===== src/rtl/vga_mem_pkg.sv =====
// Shared definitions for the SDRAM frame-buffer path: the writer FSM
// encoding and the default frame geometry used by the writer, the
// arbiter and the VGA reader.
package vga_mem_pkg;

  localparam int DEF_WIDTH      = 1024;
  localparam int DEF_DATA_DEPTH = DEF_WIDTH * 240;
  localparam int DEF_MEM_UNIT   = DEF_WIDTH * 1024;
  localparam int DEF_ADDR_W     = 24;
  localparam int PIXEL_W        = 16;

  typedef enum logic [2:0] {
    ST_IDLE      = 3'd0,
    ST_LOAD      = 3'd1,
    ST_STREAM    = 3'd2,
    ST_WAIT_DONE = 3'd3,
    ST_FINISH    = 3'd4
  } wr_state_t;

  // Counter width able to hold 0..n-1, never narrower than one bit.
  function automatic int cnt_width(input int n);
    return (n > 1) ? $clog2(n) : 1;
  endfunction

endpackage


===== src/rtl/pattern_counter.sv =====
// Pattern sequencing for one frame: word counter, wrapping column counter
// and the per-frame offset. The column counter is preloaded from the
// offset at frame start, so word i of a frame carries (i + offset) mod
// WIDTH without any divider.
module pattern_counter
  import vga_mem_pkg::*;
#(
  parameter int WIDTH      = DEF_WIDTH,
  parameter int DATA_DEPTH = DEF_DATA_DEPTH,
  parameter int COL_W      = cnt_width(WIDTH)
) (
  input  logic             clk,
  input  logic             rst_n,
  input  logic             frame_start,  // preload column, clear word count
  input  logic             word_xfer,    // one pixel word accepted
  input  logic             frame_end,    // frame committed, advance offset
  output logic [COL_W-1:0] col,
  output logic             last_word
);

  localparam int WORD_W = cnt_width(DATA_DEPTH);

  logic [COL_W-1:0]  offset_reg;
  logic [COL_W-1:0]  col_reg;
  logic [WORD_W-1:0] word_reg;

  logic [COL_W-1:0]  col_next;
  logic [COL_W-1:0]  offset_next;

  // Wrap-around increments for the column and offset counters.
  always_comb begin
    col_next    = (col_reg == COL_W'(WIDTH - 1)) ? '0 : col_reg + COL_W'(1);
    offset_next = (offset_reg == COL_W'(WIDTH - 1)) ? '0 : offset_reg + COL_W'(1);
  end

  // Column and word counters: restart at frame start, step on each transfer.
  always_ff @(posedge clk or negedge rst_n) begin
    if (!rst_n) begin
      col_reg  <= '0;
      word_reg <= '0;
    end else if (frame_start) begin
      col_reg  <= offset_reg;
      word_reg <= '0;
    end else if (word_xfer) begin
      col_reg  <= col_next;
      word_reg <= word_reg + WORD_W'(1);
    end
  end

  // Offset shifts the pattern by one column for every committed frame.
  always_ff @(posedge clk or negedge rst_n) begin
    if (!rst_n) begin
      offset_reg <= '0;
    end else if (frame_end) begin
      offset_reg <= offset_next;
    end
  end

  assign col       = col_reg;
  assign last_word = (word_reg == WORD_W'(DATA_DEPTH - 1));

endmodule


===== src/rtl/vga_pattern_writer.sv =====
// Test-pattern frame writer. Streams DATA_DEPTH pixel words per frame into
// the SDRAM arbiter's write FIFO, alternating between two frame buffers,
// and announces each frame once the arbiter reports it committed.
module vga_pattern_writer
  import vga_mem_pkg::*;
#(
  parameter int WIDTH      = DEF_WIDTH,
  parameter int DATA_DEPTH = DEF_DATA_DEPTH,
  parameter int MEM_UNIT   = DEF_MEM_UNIT,
  parameter int ADDR_W     = DEF_ADDR_W
) (
  input  logic               clk,
  input  logic               rst_n,
  input  logic               enable,
  output logic               mem_wr_load,
  output logic [ADDR_W-1:0]  mem_wr_addr,
  output logic               wr_valid,
  output logic [PIXEL_W-1:0] wr_data,
  input  logic               wr_ready,
  input  logic               mem_wr_done,
  output logic               frame_ready,
  output logic               ready_buf,
  output logic               err
);

  localparam int COL_W = cnt_width(WIDTH);

  wr_state_t        state_reg;
  wr_state_t        state_next;
  logic             cur_buf_reg;
  logic             ready_buf_reg;
  logic             err_reg;

  logic             frame_start;
  logic             word_xfer;
  logic             frame_end;
  logic [COL_W-1:0] col;
  logic             last_word;

  pattern_counter #(
    .WIDTH      (WIDTH),
    .DATA_DEPTH (DATA_DEPTH),
    .COL_W      (COL_W)
  ) u_pattern_counter (
    .clk         (clk),
    .rst_n       (rst_n),
    .frame_start (frame_start),
    .word_xfer   (word_xfer),
    .frame_end   (frame_end),
    .col         (col),
    .last_word   (last_word)
  );

  // State register.
  always_ff @(posedge clk or negedge rst_n) begin
    if (!rst_n) begin
      state_reg <= ST_IDLE;
    end else begin
      state_reg <= state_next;
    end
  end

  // Next-state and per-state strobes; enable is only consulted in IDLE so
  // a frame in flight always runs to completion.
  always_comb begin
    state_next  = state_reg;
    mem_wr_load = 1'b0;
    wr_valid    = 1'b0;
    frame_ready = 1'b0;
    frame_start = 1'b0;
    word_xfer   = 1'b0;
    frame_end   = 1'b0;
    unique case (state_reg)
      ST_IDLE: begin
        if (enable) state_next = ST_LOAD;
      end
      ST_LOAD: begin
        mem_wr_load = 1'b1;
        frame_start = 1'b1;
        state_next  = ST_STREAM;
      end
      ST_STREAM: begin
        wr_valid = 1'b1;
        if (wr_ready) begin
          word_xfer = 1'b1;
          if (last_word) state_next = ST_WAIT_DONE;
        end
      end
      ST_WAIT_DONE: begin
        if (mem_wr_done) state_next = ST_FINISH;
      end
      ST_FINISH: begin
        frame_ready = 1'b1;
        frame_end   = 1'b1;
        state_next  = ST_IDLE;
      end
      default: begin
        state_next = ST_IDLE;
      end
    endcase
  end

  // Buffer ping-pong: the committed buffer is published, the other one
  // becomes the target of the next frame.
  always_ff @(posedge clk or negedge rst_n) begin
    if (!rst_n) begin
      cur_buf_reg   <= 1'b0;
      ready_buf_reg <= 1'b0;
    end else if (frame_end) begin
      ready_buf_reg <= cur_buf_reg;
      cur_buf_reg   <= ~cur_buf_reg;
    end
  end

  // Sticky error: a done pulse outside WAIT_DONE is a protocol violation.
  always_ff @(posedge clk or negedge rst_n) begin
    if (!rst_n) begin
      err_reg <= 1'b0;
    end else if (mem_wr_done && (state_reg != ST_WAIT_DONE)) begin
      err_reg <= 1'b1;
    end
  end

  // cur_buf only changes on leaving FINISH, so the base address is stable
  // for the whole LOAD..FINISH span without a separate register.
  assign mem_wr_addr = cur_buf_reg ? ADDR_W'(MEM_UNIT) : '0;
  assign wr_data     = PIXEL_W'(col);
  assign ready_buf   = ready_buf_reg;
  assign err         = err_reg;

endmodule


===== config.mk =====
export PLATFORM = sky130hd
export DESIGN_NAME = vga_pattern_writer
export DESIGN_NICKNAME = d
export VERILOG_FILES = /design/src/rtl/vga_mem_pkg.sv /design/src/rtl/pattern_counter.sv /design/src/rtl/vga_pattern_writer.sv
export SDC_FILE = /design/constraint.sdc
export NUM_CORES = 1
export LEC_CHECK = 0
export BUFFER_PORTS_ARGS = -buffer_cell sky130_fd_sc_hd__buf_4
export CAP_MARGIN = 20
export CORE_MARGIN = 2
export CORE_UTILIZATION = 55
export CTS_CLUSTER_DIAMETER = 150
export DETAILED_ROUTE_END_ITERATION = 8
export HOLD_SLACK_MARGIN = 0.12
export PLACE_DENSITY_LB_ADDON = 0.08
export SLEW_MARGIN = 20
export SYNTH_ARGS = -nofsm -noshare
export SYNTH_HDL_FRONTEND = slang
export SYNTH_SLANG_ARGS = --single-unit

===== constraint.sdc =====
create_clock -name clk -period 3.17 [get_ports clk]
set_clock_uncertainty 0.1 [all_clocks]
set_input_delay 0.317 -clock clk [delete_from_list [all_inputs] [get_ports clk]]
set_output_delay 0.317 -clock clk [all_outputs]
set_load 0.01 [all_outputs]

Word-level counts from Yosys, hierarchy flattened
Index checks and enable logic that the tools add are counted.

operators by class
  add/subtract/negate cells = 3
  bitwise gates (word level) = 1
  equal/unequal tests = 12
  muxes and demuxes = 17
  reductions and logical operators = 4

operator list
  cell                     number
  $mux W10                 4
  $mux W18                 2
  $mux W21                 1
  $add A10 B1 Y10 const B  2
  $eq A10 B10 Y1 const B   2
  $add A18 B1 Y18 const B  1
  $eq A18 B18 Y1 const B   1
  $mux W3                  4
  $pmux W3 S4              1
  $ne A2 B2 Y1 const B     4
  $eq A3 B2 Y1 const B     2
  $mux W1                  5
  $reduce_and A4 Y1        1
  $eq A3 B1 Y1 const B     1
  $eq A3 B3 Y1 const B     1
  $logic_not A3 Y1         1
  $ne A3 B2 Y1 const B     1
  $reduce_bool A2 Y1       1
  $logic_and A1 B1 Y1      1
  $not A1 Y1               1

word-level totals
  flip-flop bits (word level) = 44
  bits of input ports = 5
  output and inout bits = 45

Logic depth before layout (Yosys ltp)
Gate-level depths: netlist of the first run.

  word-level depth = 4
  depth in mapped cells = 7
  depth with buffers taken out = 5

By module
Synthesis of the first run repeated with hierarchy kept, for this count alone.

second synthesis, totals
  cells, all modules = 264
  area, all modules = 2558.7 um^2

modules (own cells, without submodules)
  module              cells an instance  area an instance (um^2)  sequential area each (um^2)  instances
  pattern_counter     210                2029.4                   950.9                        1
  vga_pattern_writer  54                 529.3                    150.1                        1

Least setup slack after synthesis of the first run
OpenSTA, ideal clock, no wires.

  path type = register to register
  start point = register state_reg[0]
  end point = register u_pattern_counter.word_reg[17]
  buffers on the path = 2
  cell stages (with the launch flop) = 7
  data arrival time = 1.896 ns
  slack = 1.096 ns
  cells stage by stage = dfrtp_1 -> buf_6 -> nand4bb_1 -> or4_1 -> clkbuf_1 -> or4_1 -> a21oi_1

between the ends
  word-level cells in the longest chain between the ends = 3
  elaborated cells on any way between the ends = 6
  those cells by class = eq/ne (2); mux (3); reduce/logical (1)

RTL lines
  item                                                   RTL line                  source
  start: declaration                                     vga_pattern_writer.sv:28  wr_state_t state_reg;
  start signal: assignment                               vga_pattern_writer.sv:59  state_reg <= state_next;
  $eq A3 B1 Y1 / $eq A3 B2 Y1 (equally long branches)    vga_pattern_writer.sv:73  unique case (state_reg)
  $mux W1                                                vga_pattern_writer.sv:73
  $mux W18 / $reduce_bool A2 Y1 (equally long branches)  -
  end signal: assignment                                 pattern_counter.sv:46     word_reg <= word_reg + WORD_W'(1);
  end: declaration                                       pattern_counter.sv:25     logic [WORD_W-1:0] word_reg;

Parallel ways exist; a longest one is shown, timed or not.
A chain may end at the register's enable or synchronous reset.

Worst setup path after layout of the first run
  start point = register state_reg[2]
  end point = register u_pattern_counter.word_reg[17]

Same word-level chain as after synthesis.

==> results.ini, run 1 <==
[setup_path]
crit_required_ns = 3.30
path_class = flip-flop to flip-flop
cp.arrival_ns = 2.50
r2r_start = state_reg[2]$_DFFE_PN0P_
end_kind = flip-flop
critPathMaxFanout = 20
rrSetupSlack_ns = 0.80
setup.worst_path.start = state_reg[2]$_DFFE_PN0P_
crit_end = u_pattern_counter.word_reg[17]$_DFFE_PN0P_
rr_worst_depth = 5
rr_endpoint = u_pattern_counter.word_reg[17]$_DFFE_PN0P_
start_kind = flip-flop

[synthesis]
synth_edf_count = 0
synth.avg_cell_area_um2 = 9.21
synth_area_mm2 = 0.00248
synthAdderAreaFrac = 0.0152
synth_top_area_cell = dfrtp_1
async_reset_ff_frac = 1.00
synthFlopType = dfrtp_1
synth_compound_area_frac = 0.112
synth-seq-cells = 44
synth.area.mux_share = 0.00808
yosys_warnings = 0
ys_seq_area_frac = 0.444
synth_top_family_by_area = simple AND/OR/NAND/NOR gates
synth_area_leaders = dfrtp_1 44%, buf_4 9.1%, nand2_1 4.8%
yosysUniqueCellTypes = 46
synth_top_area_frac = 0.444
yosys.area_share.simple = 0.246
syn_inst = 269
synth_xor_area_frac = 0.0566

[die]
num_rows = 24
dieArea_mm2 = 0.00506
die_h_um = 71.1
initial_utilization = 0.569
io-pin-count = 50
core-area_mm2 = 0.00435
die_x_um = 71.1

[route]
avgRoutedWirePerCell_um = 14.1
antenna_left = 0
drt_iter0_markers = 120
first_pass_iters = 4
drt_wl_total_um = 4830
via_count = 1922
viasPerCell = 5.62
drc = 0

[worst_hold_path]
min_path_cells = 4
hp-class = input port to flip-flop

[cts]
cts_num_sinks = 44
cts_buffer_depth = 2
cts_setup_buffers = 0
cts_made_buffers = 5
path_clk_slew_ns = 0.09
cts_resized = 0
clk_latency_ns = 0.30
root_buffer = clkbuf_8
cts-htree-levels = 2
tritoncts = done

[run_status]
status = completed

[cells_and_area]
final_cells = 342
final_common_cell = dfrtp_1
finalNetCount = 297
largest_reg_flops = 18
diodes = 0
final_cell_mix = 44 x dfrtp_1, 32 x nand2_1, 29 x conb_1, 23 x buf_4, 16 x nor2_1
syn2layout_area_growth_pct = 8.08
layout-drive-gt1-share = 0.121

[timing]
slew_headroom = 0.527
setup_ws_ns = 0.803
setup_viol = 0
timing.fmax_ghz = 0.422
period_share = 0.747
tns_ns = 0
min_period_ns = 2.37
finalHoldViolCount = 0
drv_slew = 0
tightestPinTransition_ns = 0.703
grt_setup_unrepaired = false
whs_ns = 0.314

[run]
maxCapViolations = 0

[placement]
dp_cells = 332
place.gp.congestion = 0.767
port_buffers = 20
dp_hpwl_um = 3280
dp_slack_ns = 0.829

[global_routing]
grt_start_max_net_pins = 45
antenna_found_initial = 0
grt_pass1_wl_um = 8420
grt_use_total = 0.210
grt_overflow = 0
grt_pass1_vias = 1810

[power_and_ir_drop]
finalPower_w = 0.00165
powerDensity_mw_per_mm2 = 618
p_leak_nw = 1.22
irDropWorstVdd_mv = 0.270

-- worst min path at each step --
stage | from | slack [ns] | end
floorplan | rst_n | -0.08 | cur_buf_reg$_DFFE_PN0P_
global placement | rst_n | 0.25 | u_pattern_counter.word_reg[15]$_DFFE_PN0P_
detailed placement | rst_n | 0.24 | state_reg[1]$_DFFE_PN0P_
CTS | wr_ready | 0.31 | state_reg[0]$_DFFE_PN0P_
global route | wr_ready | 0.34 | state_reg[0]$_DFFE_PN0P_
finish | wr_ready | 0.31 | state_reg[0]$_DFFE_PN0P_
-- logic make-up (layout without fill, tap and decap cells) --
family | Yosys count | count (layout)
AO/OA/AOI/OAI | 43 | 43
flip-flops | 44 | 44
adder cells (fa/ha/maj) | 3 | 3
XOR/XNOR | 16 | 16
multiplexers | 2 | 2
buffers and inverters | 45 | 38
AND/OR/NAND/NOR | 115 | 115
other | 1 | 29
-- cell type report --
class / count / area [um^2]
fill: 373 / 1680
multi-input combinational: 208 / 1190
sequential: 44 / 1100
timing repair buffer: 25 / 193
clock buffer: 6 / 72.6
tap: 52 / 65.1
clock inverter: 2 / 35.0
inverter: 5 / 18.8
-- power by group --
| part | total (W) | switching (W) | internal (W) |
|---|---|---|---|
| logic | 0.000469 | 0.000271 | 0.000197 |
| clock network | 0.000424 | 0.000190 | 0.000234 |
| registers | 0.000761 | 0.000115 | 0.000645 |
| total | 0.00165 | 0.000577 | 0.00108 |
-- layer usage --
metal	up-vias	track usage	wire length [um]
met5	-	0	0
met4	0	0.0692	36
met3	4	0.0470	201
met2	57	0.349	2380
met1	922	0.275	2220
li1	939	-	-
-- worst max-delay path: stages (launching register included) --
cell,delay [ns]
dfrtp_1,0.46
nand4bb_1,0.21
buf_4,0.21
or4_1,0.65
or4_1,0.51
a21oi_1,0.15
-- metrics by stage --
step	instance area, um^2	util
6_report	2680	0.615
5_1_grt	2680	0.615
4_1_cts	2680	0.615
3_5_place_dp	2550	0.586
3_3_place_gp	2550	0.586
2_1_floorplan	2580	-
-- cell usage after synthesis (3+ instances only) --
cell / n
o21ai_0: 13
nand3_1: 14
and3_1: 3
nand4_1: 10
nand2_1: 32
or3_1: 7
xnor2_1: 12
a22oi_1: 3
dfrtp_1: 44
nor2_1: 16
a21oi_1: 10
nor3_1: 7
xor2_1: 4
clkbuf_1: 8
inv_1: 4
a31oi_1: 4
nand2b_1: 4
nor4_1: 3
ha_1: 3
nor3b_1: 3
buf_4: 30
and4_1: 5
-- what timing repair did --
item	4_1_cts	5_1_grt
hold endpoints to repair	45	0
hold buffers	2	0
setup endpoints to repair	0	0
(Power assumes the default switching activity.)
==> run 2: changes to the inputs <==
--- a/config.mk
+++ b/config.mk
@@ -8,7 +8,7 @@
 export BUFFER_PORTS_ARGS = -buffer_cell sky130_fd_sc_hd__buf_4
 export CAP_MARGIN = 20
 export CORE_MARGIN = 2
-export CORE_UTILIZATION = 55
+export CORE_UTILIZATION = 49
 export CTS_CLUSTER_DIAMETER = 150
 export DETAILED_ROUTE_END_ITERATION = 8
 export HOLD_SLACK_MARGIN = 0.12
==> constraint.sdc (replaced) <==
create_clock -name clk -period 1.95 [get_ports clk]
set_clock_uncertainty 0.1 [all_clocks]
set_input_delay 0.195 -clock clk [delete_from_list [all_inputs] [get_ports clk]]
set_output_delay 0.195 -clock clk [all_outputs]
set_load 0.01 [all_outputs]
==> results.ini, run 2 (same netlist as run 1, synthesis figures left out) <==
[run_status]
status = completed

[timing]
timing.fmax_ghz = 0.527  ; +25%
slew_headroom = 0.628  ; +0.101
period_share = 0.972  ; +0.226
whs_ns = 0.213  ; -0.101 ns
min_period_ns = 1.90  ; -0.471 ns
setup_viol = 0  ; unchanged
drv_slew = 0  ; unchanged
grt_setup_unrepaired = true
tightestPinTransition_ns = 0.558  ; -0.145 ns
finalHoldViolCount = 0  ; unchanged

[cts]
cts-htree-levels = 2  ; unchanged
cts_made_buffers = 5  ; unchanged
tritoncts = done
cts_buffer_depth = 2  ; unchanged
root_buffer = clkbuf_8
path_clk_slew_ns = 0.08  ; about the same
clk_latency_ns = 0.29  ; about the same
cts_num_sinks = 44  ; unchanged

[route]
via_count = 2039  ; +6.1%
drt_iter0_markers = 111  ; -7.5%
drc = 0  ; unchanged
first_pass_iters = 4  ; unchanged
drt_wl_total_um = 5110  ; +5.8%
viasPerCell = 5.28  ; -6.0%
avgRoutedWirePerCell_um = 13.2  ; -6.3%
antenna_left = 0  ; unchanged

[setup_path]
crit_family = simple AND/OR/NAND/NOR gates
cp_slowest_stage_delay_ns = 0.47  ; -0.18 ns
start_kind = flip-flop
cp_slowest_cell = or4_1
path_class = flip-flop to flip-flop
crit_required_ns = 2.08  ; -1.22 ns
end_kind = flip-flop
cp.arrival_ns = 2.02  ; -0.48 ns
worstPathBufferInverterCount = 0  ; -1
cp_cell_sequence = nand4bb_4, or4_4, or4_1, a21oi_1
critPathMaxFanout = 5  ; -75%

[global_routing]
grt_use_total = 0.201  ; -0.00974
grt_start_max_net_pins = 45  ; unchanged
grt_pass1_wl_um = 8690  ; +3.2%
grt_pass1_vias = 1932  ; +6.7%
grt_overflow = 0  ; unchanged
antenna_found_initial = 0  ; unchanged

[cells_and_area]
diodes = 0  ; unchanged
final-seq-area_mm2 = 0.00110  ; +0.11%
syn2layout_area_growth_pct = 20.3
nFillCells = 441  ; +18%
largest_reg_flops = 18  ; unchanged
final_cell_mix = 48 x buf_4, 43 x dfrtp_1, 32 x nand2_1, 29 x conb_1, 15 x nor2_1
multi_input_area_mm2 = 0.00124  ; +4.1%
final_core_util = 0.622  ; +0.00754
layout-drive-gt1-share = 0.235  ; +0.114
final_common_cell = buf_4
finalNetCount = 326  ; +9.8%

[power_and_ir_drop]
irDropWorstVdd_mv = 0.446  ; +65%
p_leak_nw = 1.37  ; +13%
powerDensity_mw_per_mm2 = 981  ; +59%
finalPower_w = 0.00292  ; +77%

[worst_hold_path]
hp-class = input port to flip-flop

[run]
maxCapViolations = 0  ; unchanged

[placement]
dp_hpwl_um = 3630  ; +11%
place.gp.congestion = 0.754  ; -1.7%
port_buffers = 20  ; unchanged

[die]
die_x_um = 75.1  ; +5.6%
dieArea_mm2 = 0.00564  ; +12%
initial_utilization = 0.518  ; -0.0513
num_rows = 25  ; +4.2%
io-pin-count = 50  ; unchanged
core-area_mm2 = 0.00479  ; +9.9%
die_h_um = 75.1  ; +5.6%

run 2: final cells by class:
class                           instances  area share
Clock buffer                            6      0.0244
Inverter                                5     0.00630
Timing Repair Buffer                   54       0.143
Multi-Input combinational cell        208       0.417
Tap cell                               67      0.0281
Sequential cell                        44       0.370
Clock inverter                          2      0.0118
run 2: final timing paths:
kind                                               start                                         end  slack [ns]  cells after the start
worst max-delay path            state_reg[2]$_DFFE_PN0P_  u_pattern_counter.word_reg[17]$_DFFE_PN0P_        0.05                      4
worst min-delay path                            wr_ready                    state_reg[0]$_DFFE_PN0P_        0.21                      4
worst max register to register  state_reg[2]$_DFFE_PN0P_  u_pattern_counter.word_reg[17]$_DFFE_PN0P_        0.05                      4
worst min register to register           err$_DFFE_PN0P_                             err$_DFFE_PN0P_        0.38                      1
max in group asynchronous                          rst_n                    state_reg[1]$_DFFE_PN0P_        1.03                      2
min in group asynchronous                          rst_n                             err$_DFFE_PN0P_        0.32                      2
run 2: worst reg2reg max path: cells and delay by family, from the launching register on:
| family | cells | cell delay [ns] |
|---|---|---|
| DFF | 1 | 0.43 |
| and+or+nand+nor | 3 | 1.18 |
| AOI/OAI and AO/OA | 1 | 0.13 |
run 2: power breakdown:
| group | leakage (nW) | internal [W] | switching (W) |
|---|---|---|---|
| logic | 0.728 | 0.000502 | 0.000514 |
| clock network | 0.0552 | 0.000380 | 0.000302 |
| registers | 0.591 | 0.00105 | 0.000172 |
| total | 1.37 | 0.00193 | 0.000988 |
run 2: repair_timing:
| item | CTS | global route |
|---|---|---|
| gates resized for setup | 4 | 12 |
| hold buffers | 2 | 0 |
| buffers inserted | 1 | 7 |
| pin swaps | 1 | 3 |
| endpoints found under the hold margin | 48 | 0 |
| endpoints found under the setup margin | 5 | 15 |
run 2: routing by layer:
metal  routed length (um)  up-vias  GRT usage  part of all wire
met2                 2540       48      0.342              0.50
met1                 2280      986      0.258              0.45
met3                  232        7     0.0388             0.045
li1                     -      998          -                 -
met4                   54        0     0.0615             0.011
met5                    0        -          0                 0
run 2: stage by stage:
step | instance area (um^2) | std cells | TNS (ns) | setup slack [ns]
2_1_floorplan | 2580 | 297 | -0.0490 | -0.0490
3_3_place_gp | 2730 | 368 | -0.0387 | -0.0142
3_5_place_dp | 2730 | 368 | -0.156 | -0.0454
4_1_cts | 2890 | 379 | 0 | 0.00263
5_1_grt | 2980 | 386 | -0.0238 | -0.0181
6_report | 2980 | 386 | 0 | 0.0540
==> run 3: changes to the inputs <==
--- a/config.mk
+++ b/config.mk
@@ -12,7 +12,7 @@
 export CTS_CLUSTER_DIAMETER = 150
 export DETAILED_ROUTE_END_ITERATION = 8
 export HOLD_SLACK_MARGIN = 0.12
-export PLACE_DENSITY_LB_ADDON = 0.08
+export PLACE_DENSITY = 0.81
 export SLEW_MARGIN = 20
 export SYNTH_ARGS = -nofsm -noshare
 export SYNTH_HDL_FRONTEND = slang
==> results.ini, run 3 (same netlist as run 1, synthesis figures left out) <==
[global_routing]
grt_start_max_net_pins = 45  ; unchanged
grt_overflow = 0  ; unchanged
use_met2 = 0.352  ; +0.00975
grt_pass1_wl_um = 8910  ; +2.6%
grt_pass1_vias = 2014  ; +4.2%
gr-max-usage-layer = met2
grt_use_total = 0.210  ; +0.00894
met3_usage = 0.0522  ; +0.0134
antenna_found_initial = 0  ; unchanged
grt_use_met1 = 0.256  ; -0.00168

[setup_path]
cp.arrival_ns = 2.06  ; +0.04 ns
crit_required_ns = 2.10  ; +0.02 ns
crit_family = simple AND/OR/NAND/NOR gates
cp_slowest_cell = or4_1
cp_cell_sequence = buf_4, nand3_1, or4_4, or4_1, a21oi_2
worstPathBufferInverterCount = 1  ; +1
critPathMaxFanout = 3  ; -2
end_kind = flip-flop
start_kind = flip-flop
path_class = flip-flop to flip-flop
cp_slowest_stage_delay_ns = 0.51  ; +0.04 ns

[route]
first_pass_iters = 4  ; unchanged
drc = 0  ; unchanged
drt_wl_total_um = 5360  ; +4.8%
via_count = 2081  ; +2.1%
avgRoutedWirePerCell_um = 14.0  ; +5.4%
antenna_left = 0  ; unchanged
drt_iter0_markers = 108  ; -2.7%
viasPerCell = 5.42  ; +2.6%

[cts]
clk_latency_ns = 0.31  ; +0.02 ns
root_buffer = clkbuf_8
tritoncts = done
cts_made_buffers = 5  ; unchanged
cts-htree-levels = 2  ; unchanged
cts_buffer_depth = 2  ; unchanged
cts_num_sinks = 44  ; unchanged
path_clk_slew_ns = 0.09  ; about the same

[timing]
tightestPinTransition_ns = 0.600  ; +0.0424 ns
finalHoldViolCount = 0  ; unchanged
grt_setup_unrepaired = true
period_share = 0.980  ; +0.00812
drv_slew = 0  ; unchanged
min_period_ns = 1.91  ; +0.0158 ns
setup_viol = 0  ; unchanged
timing.fmax_ghz = 0.523  ; -0.83%
slew_headroom = 0.598  ; -0.0297

[cells_and_area]
largest_reg_flops = 18  ; unchanged
final-seq-area_mm2 = 0.00110  ; unchanged
final_common_cell = buf_4
finalNetCount = 324  ; -0.61%
nFillCells = 414  ; -6.1%
diodes = 0  ; unchanged
final_cell_mix = 49 x buf_4, 43 x dfrtp_1, 32 x nand2_1, 29 x conb_1, 16 x nor2_1
multi_input_area_mm2 = 0.00123  ; -0.71%
syn2layout_area_growth_pct = 19.2
final_area_mm2 = 0.00295  ; -0.84%
layout-drive-gt1-share = 0.230  ; -0.00483

[placement]
postPlaceCellArea_mm2 = 0.00273  ; +0.28%
port_buffers = 20  ; unchanged
dp_hpwl_um = 3770  ; +3.9%
place.gp.congestion = 0.841  ; +11%

[run_status]
status = completed

[die]
dieArea_mm2 = 0.00564  ; unchanged
core-area_mm2 = 0.00479  ; unchanged
die_h_um = 75.1  ; unchanged
initial_utilization = 0.518  ; unchanged
num_rows = 25  ; unchanged
io-pin-count = 50  ; unchanged
die_x_um = 75.1  ; unchanged

[power_and_ir_drop]
irDropWorstVdd_mv = 0.820  ; +84%
finalPower_w = 0.00291  ; -0.45%
powerDensity_mw_per_mm2 = 985  ; +0.39%
p_leak_nw = 1.36  ; -0.86%

[run]
maxCapViolations = 0  ; unchanged

[worst_hold_path]
hp-class = input port to flip-flop

## run 3: where the power goes
part	leakage, nW	internal (W)	switching (W)
sequential	0.591	0.00105	0.000166
combinational	0.716	0.000462	0.000534
clock	0.0552	0.000380	0.000315
## run 3: area by class of cell
class	count	area share
clock inverter	2	0.0119
sequential	44	0.373
tap	67	0.0284
inverter	5	0.00678
timing repair buffer	52	0.138
clock buffer	6	0.0246
multi-input combinational	208	0.417
## run 3: worst reg2reg max path: cells and delay by family (launching register included)
kind            cells  cell delay [ns]
buf+inv             1             0.13
simple gates        3             1.11
flops               1             0.38
compound gates      1             0.13
## run 3: repair_timing
| action | CTS | global route |
|---|---|---|
| hold buffers | 2 | 0 |
| resized for setup | 7 | 6 |
| buffers inserted | 1 | 4 |
| pin swaps | 1 | 2 |
| endpoints found under the setup margin | 6 | 6 |
| hold endpoints to repair | 48 | 0 |
## run 3: stage by stage
stage | util | std cells | worst slack (ns) | hold WS (ns) | setup TNS, ns
4_1_cts | 0.604 | 380 | 0.00371 | 0.166 | 0
3_5_place_dp | 0.571 | 369 | -0.0512 | 0.119 | -0.0736
3_3_place_gp | 0.571 | 369 | 0.0285 | 0.117 | 0
2_1_floorplan | - | 297 | -0.0490 | -0.201 | -0.0490
6_report | 0.617 | 384 | 0.0381 | 0.193 | 0
5_1_grt | 0.617 | 384 | -0.0159 | 0.190 | -0.0242
## run 3: metal layers
layer | share of wire | routed length, um | vias up
met5 | 0 | 0 | -
met4 | 0.016 | 84 | 0
met3 | 0.046 | 248 | 8
met2 | 0.52 | 2790 | 49
met1 | 0.42 | 2240 | 1029
li1 | - | - | 995
## run 3: worst paths after layout
| path | start | end | slack, ns | cells after the start |
|---|---|---|---|---|
| worst max-delay path | u_pattern_counter.word_reg[0]$_DFFE_PN0P_ | u_pattern_counter.word_reg[17]$_DFFE_PN0P_ | 0.04 | 5 |
| worst min-delay path | wr_ready | state_reg[0]$_DFFE_PN0P_ | 0.19 | 4 |
| worst max register to register | u_pattern_counter.word_reg[0]$_DFFE_PN0P_ | u_pattern_counter.word_reg[17]$_DFFE_PN0P_ | 0.04 | 5 |
| worst min register to register | err$_DFFE_PN0P_ | err$_DFFE_PN0P_ | 0.37 | 1 |
| max in group asynchronous | rst_n | state_reg[1]$_DFFE_PN0P_ | 1.03 | 2 |
| min in group asynchronous | rst_n | u_pattern_counter.word_reg[17]$_DFFE_PN0P_ | 0.32 | 2 |
